[src/rtl/conv_pkg.sv]
// Shared types and defaults for the 3x3 convolution window sequencer and its datapath.
// Latency: n/a (types and constants only).
// Backpressure: n/a.
package conv_pkg;

    localparam int DIM_WIDTH_DEF    = 10;
    // The multiplier bank and adder_tree take their stage count from here so they track the valid pipe.
    localparam int PIPE_LATENCY_DEF = 3;
    localparam int CNT_WIDTH_DEF    = 20;

    typedef enum logic [1:0] {
        IDLE  = 2'd0,
        RUN   = 2'd1,
        DRAIN = 2'd2
    } seq_state_t;

endpackage

[src/rtl/conv_window_sequencer_if.sv]
// Control/stream bundle between the window sequencer, pixel source, datapath and result writer.
// Latency: n/a (wires only).
// Backpressure: out_ready from the writer, pix_ready to the source; perf outputs under CONV_SEQ_PERF_CNT_EN.
interface conv_window_sequencer_if
    import conv_pkg::*;
#(
    parameter int DIM_WIDTH = DIM_WIDTH_DEF,
    parameter int CNT_WIDTH = CNT_WIDTH_DEF
);
    logic                 start;
    logic [DIM_WIDTH-1:0] cfg_width;
    logic [DIM_WIDTH-1:0] cfg_height;
    logic                 pix_valid;
    logic                 pix_ready;
    logic                 shift_en;
    logic                 window_valid;
    logic                 pipe_en;
    logic                 out_valid;
    logic                 out_ready;
    logic [CNT_WIDTH-1:0] out_count;
    logic                 busy;
    logic                 done;
`ifdef CONV_SEQ_PERF_CNT_EN
    logic [31:0]          perf_stall_cycles;
    logic [31:0]          perf_frame_cycles;

    modport master (
        input  start, cfg_width, cfg_height, pix_valid, out_ready,
        output pix_ready, shift_en, window_valid, pipe_en, out_valid, out_count, busy, done,
        output perf_stall_cycles, perf_frame_cycles
    );
    modport slave (
        output start, cfg_width, cfg_height, pix_valid, out_ready,
        input  pix_ready, shift_en, window_valid, pipe_en, out_valid, out_count, busy, done,
        input  perf_stall_cycles, perf_frame_cycles
    );
`else
    modport master (
        input  start, cfg_width, cfg_height, pix_valid, out_ready,
        output pix_ready, shift_en, window_valid, pipe_en, out_valid, out_count, busy, done
    );
    modport slave (
        output start, cfg_width, cfg_height, pix_valid, out_ready,
        input  pix_ready, shift_en, window_valid, pipe_en, out_valid, out_count, busy, done
    );
`endif
endinterface

[src/rtl/conv_valid_pipe.sv]
// Valid-bit shadow of the multiply/add pipeline; top bit marks a registered adder_tree result.
// Latency: PIPE_LATENCY cycles from in_vld to out_vld when never stalled.
// Backpressure: holds every bit while pipe_en is low, exactly like the datapath registers.
module conv_valid_pipe
    import conv_pkg::*;
#(
    parameter int PIPE_LATENCY = PIPE_LATENCY_DEF
) (
    input  logic clk,
    input  logic rst_n,
    input  logic pipe_en,
    input  logic in_vld,
    output logic out_vld,
    output logic inner_vld
);

    logic [PIPE_LATENCY-1:0] vld_q;

    generate
        if (PIPE_LATENCY == 1) begin : g_single
            always_ff @(posedge clk or negedge rst_n) begin
                if (!rst_n) begin
                    vld_q <= '0;
                end else if (pipe_en) begin
                    vld_q <= in_vld;
                end
            end
            assign inner_vld = 1'b0;
        end else begin : g_multi
            always_ff @(posedge clk or negedge rst_n) begin
                if (!rst_n) begin
                    vld_q <= '0;
                end else if (pipe_en) begin
                    vld_q <= {vld_q[PIPE_LATENCY-2:0], in_vld};
                end
            end
            // Anything still travelling below the output stage.
            assign inner_vld = |vld_q[PIPE_LATENCY-2:0];
        end
    endgenerate

    assign out_vld = vld_q[PIPE_LATENCY-1];

endmodule

[src/rtl/conv_window_sequencer.sv]
// 3x3 stride-1 window sequencer: counts raster pixels, flags complete windows, tracks them to the output.
// Latency: window_valid in the accept cycle, out_valid PIPE_LATENCY enabled cycles later; done one cycle after last output.
// Backpressure: out_valid && !out_ready drops pipe_en and pix_ready in the same cycle. CONV_SEQ_PERF_CNT_EN adds perf counters.
module conv_window_sequencer
    import conv_pkg::*;
#(
    parameter int DIM_WIDTH    = DIM_WIDTH_DEF,
    parameter int PIPE_LATENCY = PIPE_LATENCY_DEF,
    parameter int CNT_WIDTH    = CNT_WIDTH_DEF
) (
    input  logic                     clk,
    input  logic                     rst_n,
    conv_window_sequencer_if.master  sif
);

    seq_state_t           state;
    logic [DIM_WIDTH-1:0] w_m1, h_m1, row, col;
    logic [CNT_WIDTH-1:0] out_count;
    logic                 done_q;
    logic                 out_vld, inner_vld;
    logic                 pipe_en, accept, start_ok, out_hs, win, drain_empty, busy;

    assign busy        = (state != IDLE);
    assign pipe_en     = !(out_vld && !sif.out_ready);
    assign accept      = sif.pix_valid && (state == RUN) && pipe_en;
    // A start coinciding with done is dropped so back-to-back frames see one idle cycle.
    assign start_ok    = sif.start && (state == IDLE) && !done_q;
    assign out_hs      = out_vld && sif.out_ready;
    assign win         = accept && (row >= DIM_WIDTH'(2)) && (col >= DIM_WIDTH'(2));
    assign drain_empty = !inner_vld && (!out_vld || sif.out_ready);

    always_ff @(posedge clk or negedge rst_n) begin
        if (!rst_n) begin
            state     <= IDLE;
            w_m1      <= '0;
            h_m1      <= '0;
            row       <= '0;
            col       <= '0;
            out_count <= '0;
            done_q    <= 1'b0;
        end else begin
            done_q <= 1'b0;
            if (out_hs) begin
                out_count <= out_count + CNT_WIDTH'(1);
            end
            case (state)
                IDLE: begin
                    if (start_ok) begin
                        w_m1      <= sif.cfg_width - DIM_WIDTH'(1);
                        h_m1      <= sif.cfg_height - DIM_WIDTH'(1);
                        row       <= '0;
                        col       <= '0;
                        out_count <= '0;
                        state     <= RUN;
                    end
                end
                RUN: begin
                    if (accept) begin
                        if (col == w_m1) begin
                            col <= '0;
                            if (row == h_m1) begin
                                state <= DRAIN;
                            end else begin
                                row <= row + DIM_WIDTH'(1);
                            end
                        end else begin
                            col <= col + DIM_WIDTH'(1);
                        end
                    end
                end
                DRAIN: begin
                    if (drain_empty) begin
                        state  <= IDLE;
                        done_q <= 1'b1;
                    end
                end
                default: state <= IDLE;
            endcase
        end
    end

    conv_valid_pipe #(
        .PIPE_LATENCY(PIPE_LATENCY)
    ) u_valid_pipe (
        .clk       (clk),
        .rst_n     (rst_n),
        .pipe_en   (pipe_en),
        .in_vld    (win),
        .out_vld   (out_vld),
        .inner_vld (inner_vld)
    );

`ifdef CONV_SEQ_PERF_CNT_EN
    logic [31:0] perf_stall_q, perf_frame_q;

    always_ff @(posedge clk or negedge rst_n) begin
        if (!rst_n) begin
            perf_stall_q <= '0;
            perf_frame_q <= '0;
        end else if (start_ok) begin
            perf_stall_q <= '0;
            perf_frame_q <= '0;
        end else if (busy) begin
            if (perf_frame_q != '1) perf_frame_q <= perf_frame_q + 32'd1;
            if (!pipe_en && perf_stall_q != '1) perf_stall_q <= perf_stall_q + 32'd1;
        end
    end

    assign sif.perf_stall_cycles = perf_stall_q;
    assign sif.perf_frame_cycles = perf_frame_q;
`endif

    assign sif.pix_ready    = (state == RUN) && pipe_en;
    assign sif.shift_en     = accept;
    assign sif.window_valid = win;
    assign sif.pipe_en      = pipe_en;
    assign sif.out_valid    = out_vld;
    assign sif.out_count    = out_count;
    assign sif.busy         = busy;
    assign sif.done         = done_q;

endmodule

[src/flat_wrapper.sv]
// flat-port wrapper written by rule: the top's interface ports become plain ports
module conv_window_sequencer_flat import conv_pkg::*;
#(
    parameter int DIM_WIDTH    = DIM_WIDTH_DEF,
    parameter int PIPE_LATENCY = PIPE_LATENCY_DEF,
    parameter int CNT_WIDTH    = CNT_WIDTH_DEF
)
  (clk, rst_n, sif_start, sif_cfg_width, sif_cfg_height, sif_pix_valid, sif_out_ready, sif_pix_ready, sif_shift_en, sif_window_valid, sif_pipe_en, sif_out_valid, sif_out_count, sif_busy, sif_done);
  conv_window_sequencer_if #(.DIM_WIDTH(DIM_WIDTH), .CNT_WIDTH(CNT_WIDTH)) sif_i ();
  input  logic clk;
  input  logic rst_n;
  input wire logic [$bits(sif_i.start)-1:0] sif_start;
  input wire logic [$bits(sif_i.cfg_width)-1:0] sif_cfg_width;
  input wire logic [$bits(sif_i.cfg_height)-1:0] sif_cfg_height;
  input wire logic [$bits(sif_i.pix_valid)-1:0] sif_pix_valid;
  input wire logic [$bits(sif_i.out_ready)-1:0] sif_out_ready;
  output wire logic [$bits(sif_i.pix_ready)-1:0] sif_pix_ready;
  output wire logic [$bits(sif_i.shift_en)-1:0] sif_shift_en;
  output wire logic [$bits(sif_i.window_valid)-1:0] sif_window_valid;
  output wire logic [$bits(sif_i.pipe_en)-1:0] sif_pipe_en;
  output wire logic [$bits(sif_i.out_valid)-1:0] sif_out_valid;
  output wire logic [$bits(sif_i.out_count)-1:0] sif_out_count;
  output wire logic [$bits(sif_i.busy)-1:0] sif_busy;
  output wire logic [$bits(sif_i.done)-1:0] sif_done;
  assign sif_i.start = sif_start;
  assign sif_i.cfg_width = sif_cfg_width;
  assign sif_i.cfg_height = sif_cfg_height;
  assign sif_i.pix_valid = sif_pix_valid;
  assign sif_i.out_ready = sif_out_ready;
  assign sif_pix_ready = sif_i.pix_ready;
  assign sif_shift_en = sif_i.shift_en;
  assign sif_window_valid = sif_i.window_valid;
  assign sif_pipe_en = sif_i.pipe_en;
  assign sif_out_valid = sif_i.out_valid;
  assign sif_out_count = sif_i.out_count;
  assign sif_busy = sif_i.busy;
  assign sif_done = sif_i.done;
  conv_window_sequencer #(.DIM_WIDTH(DIM_WIDTH), .PIPE_LATENCY(PIPE_LATENCY), .CNT_WIDTH(CNT_WIDTH)) u_core (.clk(clk), .rst_n(rst_n), .sif(sif_i));
endmodule
[config.mk]
export PLATFORM = sky130hd
export DESIGN_NAME = conv_window_sequencer_flat
export DESIGN_NICKNAME = d
export VERILOG_FILES = /design/src/rtl/conv_pkg.sv /design/src/rtl/conv_window_sequencer_if.sv /design/src/rtl/conv_valid_pipe.sv /design/src/rtl/conv_window_sequencer.sv /design/src/flat_wrapper.sv
export SDC_FILE = /design/constraint.sdc
export NUM_CORES = 1
export LEC_CHECK = 0
export ABC_AREA = 1
export CORE_ASPECT_RATIO = 1.4
export CORE_MARGIN = 2
export CORE_UTILIZATION = 40
export CTS_BUF_LIST = sky130_fd_sc_hd__clkbuf_4 sky130_fd_sc_hd__clkbuf_8
export DETAILED_ROUTE_END_ITERATION = 7
export GPL_ROUTABILITY_DRIVEN = 0
export MAX_ROUTING_LAYER = met4
export PLACE_DENSITY_LB_ADDON = 0.05
export SETUP_SLACK_MARGIN = 0.4
export SLEW_MARGIN = 10
export SYNTH_ARGS = -nofsm -noshare
export SYNTH_HDL_FRONTEND = slang
export SYNTH_HIERARCHICAL = 1
export SYNTH_SLANG_ARGS = --single-unit
export TNS_END_PERCENT = 30
[constraint.sdc]
create_clock -name clk -period 4 [get_ports clk]
set_input_delay 0.8 -clock clk [delete_from_list [all_inputs] [get_ports clk]]
set_output_delay 0.8 -clock clk [all_outputs]
set_load 0.02 [all_outputs]
==> impl_metrics.yaml <==
cells_and_area:
  diodes: 0
  drive_above_1_share_pct: 7.513
  synthToLayoutAreaGrowth_pct: 20.99
  finalInstanceArea_um2: 4868
  fin_nets: 626
  instances_no_fill: 734
  fill_cells: 992
worst_setup_path:
  crit_path_frequent_cell: "clkdlybuf4s50_1"
  crit_chain: "clkdlybuf4s50_1, nor2_2, nor2_4, nand2_2, a211oi_1, clkdlybuf4s50_1"
  crit_type: "primary input to output pin"
  end_kind: "output pin"
  critPathMaxStageDelay_ps: 680
  crit_path_start_kind: "primary input"
  worstPathArrival_ps: 2620
  path_max_fanout: 3
  critPathSlowestCell: "clkdlybuf4s50_1"
  required_ps: 3200
synth:
  yosysTopAreaCell: "dfrtp_1"
  synth_seq_cells: 66
  ys_types: 36
  syn_area_um2: 4024
  yosys-top-cells-area: "dfrtp_1 (41%), nand2_1 (14%), nor2_1 (7.3%)"
  yosysWarningCount: 6
  synth_most_common_cell: "nand2_1"
  synthesis.nets: 576
  asyncSetResetFlopFracSynth_pct: 100.0
  synth_commonest_cells: "nand2_1 (149), nor2_1 (78), dfrtp_1 (66), inv_1 (60), nand3_1 (28)"
  syn_inst: 544
  yosysSeqAreaShare_pct: 41.04
  avgSynthCellArea_um2: 7.397
  synth_flop_cell: "dfrtp_1"
  synth-edff-count: 0
  yosysTopAreaCellShare_pct: 41.04
cts:
  numCtsBuffers: 9
  cts_root_buf: "clkbuf_8"
  clkSinkCount: 66
  cts_resized: 0
  worstSkewPairLatency_ps: 350
  cts_max_level: 3
  cts_tree: "built"
  cts_buffer_depth: 2
  clkTransAtPathRegs_ps: 80
  hold_buffers: 0
  postCtsSetupBuffers: 0
global_route:
  grt_remaining_overflow: 0
  first_global_vias: 3526
  grtUsageTotal_pct: 19.62
  grt_pass1_wl_um: 16120
  antenna_found_initial: 0
  grt_max_degree: 44
power:
  cellLeakagePower_nw: 2.255
  vdd.ir_drop.worst_mv: 0.2935
  powerDensity_nw_per_um2: 535.3
floorplan:
  die_x_um: 88.77
  die_h_um: 122.7
  start_util_pct: 40.87
  placementRows: 43
  dieArea_um2: 10890
  coreArea_um2: 9846
  ioPinCount: 52
sta:
  fin_crit_sh_pct: 85.45
  setup_viol: 0
  tightestPinTransition_ps: 738.5
  slew_violations: 0
  hold_viol_final: 0
  totalNegativeSetupSlack_ps: 0
  layout_setup_ws_ps: 581.9
  slew_headroom_pct: 50.76
  fin_crit_ps: 3418
  grt_setup_unrepaired: "false"
  max_clock_freq_ghz: 0.2926
  finClkSkew_ps: 10.06
placed_design:
  dp_hpwl_um: 6845
  dp_slack_ps: 553.9
  dpl.cell_count: 718
  place_area_um2: 4617
  portBuffers: 51
drt:
  wl_per_cell_um: 12.73
  postRouteAntennaNets: 0
  remaining_drc_errors: 0
  wl_met1_um: 4228
  routed-wl-met3_um: 239
  viasPerCell: 4.760
  dr_wl_met2_um: 4657
  drtIter0Drc: 119
  drt_wl_total_um: 9344
  num_vias: 3494
  top_layer_used: "met4"
  first_pass_iters: 4
run:
  cap_viol_max_count: 0
min_path:
  hp-class: "primary input to async pin"
outcome:
  status: "completed"
## cells in the final DEF, fill, tap and decap left out, types with 4 or more instances in the layout
master           count
nand2_1            149
nor2_1              78
dfrtp_1             66
inv_1               60
clkdlybuf4s50_1     50
nand3_1             28
o21ai_0             26
nand4_1             20
xnor2_1             18
a21oi_1             16
xor2_1              14
clkbuf_8            10
ha_1                 7
nor3_1               6
inv_2                5
nand2_2              4
o21ai_1              4
## cell families after synthesis
| kind of cell | after synthesis | synth area share [%] |
|---|---|---|
| buffers and inverters | 80 | 8.644 |
| adders and majority gates | 7 | 2.177 |
| xor gates and xnor gates | 32 | 6.965 |
| and+or+nand+nor | 306 | 33.89 |
| AOI/OAI and AO/OA | 53 | 7.276 |
| DFF | 66 | 41.04 |
## worst max-delay path: cells and delay by family
kind                   cells  cell delay, ps
buffers and inverters      2            1180
and+or+nand+nor            3             260
AOI/OAI and AO/OA          1             380
## state kept, by name, indices dropped and copies added, names as in the netlist
register / count
u_core/sif.out_count: 20
u_core/col: 10
u_core/h_m1: 10
u_core/row: 10
u_core/w_m1: 10
u_core/u_valid_pipe/vld_q: 3
u_core/state: 2
u_core/sif.done: 1
## metrics by stage
step	utilization, %	hold slack, ps	total power [W]
after floorplan	-	455.7	0.001657
after global placement	46.89	473.3	0.001906
after detailed placement	46.89	486.9	0.001919
after CTS	49.45	506.7	0.002637
after global routing	49.45	544.7	0.002821
final	49.45	506.0	0.002606
## where the power goes
part / switching [W] / internal [W] / leakage, nW
Sequential: 0.000182 / 0.000843 / 0.866
Clock: 0.000275 / 0.000432 / 0.119
Combinational: 0.000507 / 0.000367 / 1.27
## layout make-up
| type | instances | area, µm² | share of cell area [%] |
|---|---|---|---|
| multi-input cells | 398 | 2024 | 41.58 |
| flip-flops and latches | 66 | 1652 | 33.92 |
| repair buffers | 54 | 528.0 | 10.85 |
| inverters | 65 | 244.0 | 5.012 |
| well taps | 135 | 168.9 | 3.470 |
| clock buffers | 10 | 137.6 | 2.827 |
| clock inverters | 6 | 113.9 | 2.339 |
## path summary, 6_finish.rpt
| kind | start | end | slack (ps) | cells after the start |
|---|---|---|---|---|
| hold reg to reg | u_core/u_valid_pipe/vld_q[1] | u_core/u_valid_pipe/vld_q[1] | 510 | 2 |
| min in group clk | u_core/u_valid_pipe/vld_q[1] | u_core/u_valid_pipe/vld_q[1] | 510 | 2 |
| max in group asynchronous | rst_n | u_core/h_m1[3] | 2740 | 2 |
| setup / recovery | sif_out_ready | sif_window_valid | 580 | 6 |
| setup reg to reg | u_core/state[0] | u_core/col[3] | 2120 | 7 |
| hold / removal | rst_n | u_core/u_valid_pipe/vld_q[0] | 510 | 1 |
## per-layer routing
metal | vias up | GRT usage [%]
met5 | - | -
met4 | 0 | 8.902
met3 | 14 | 3.766
met2 | 44 | 31.30
met1 | 1611 | 23.85
li1 | 1825 | -
No activity file was read; power rests on OpenSTA's default activity.
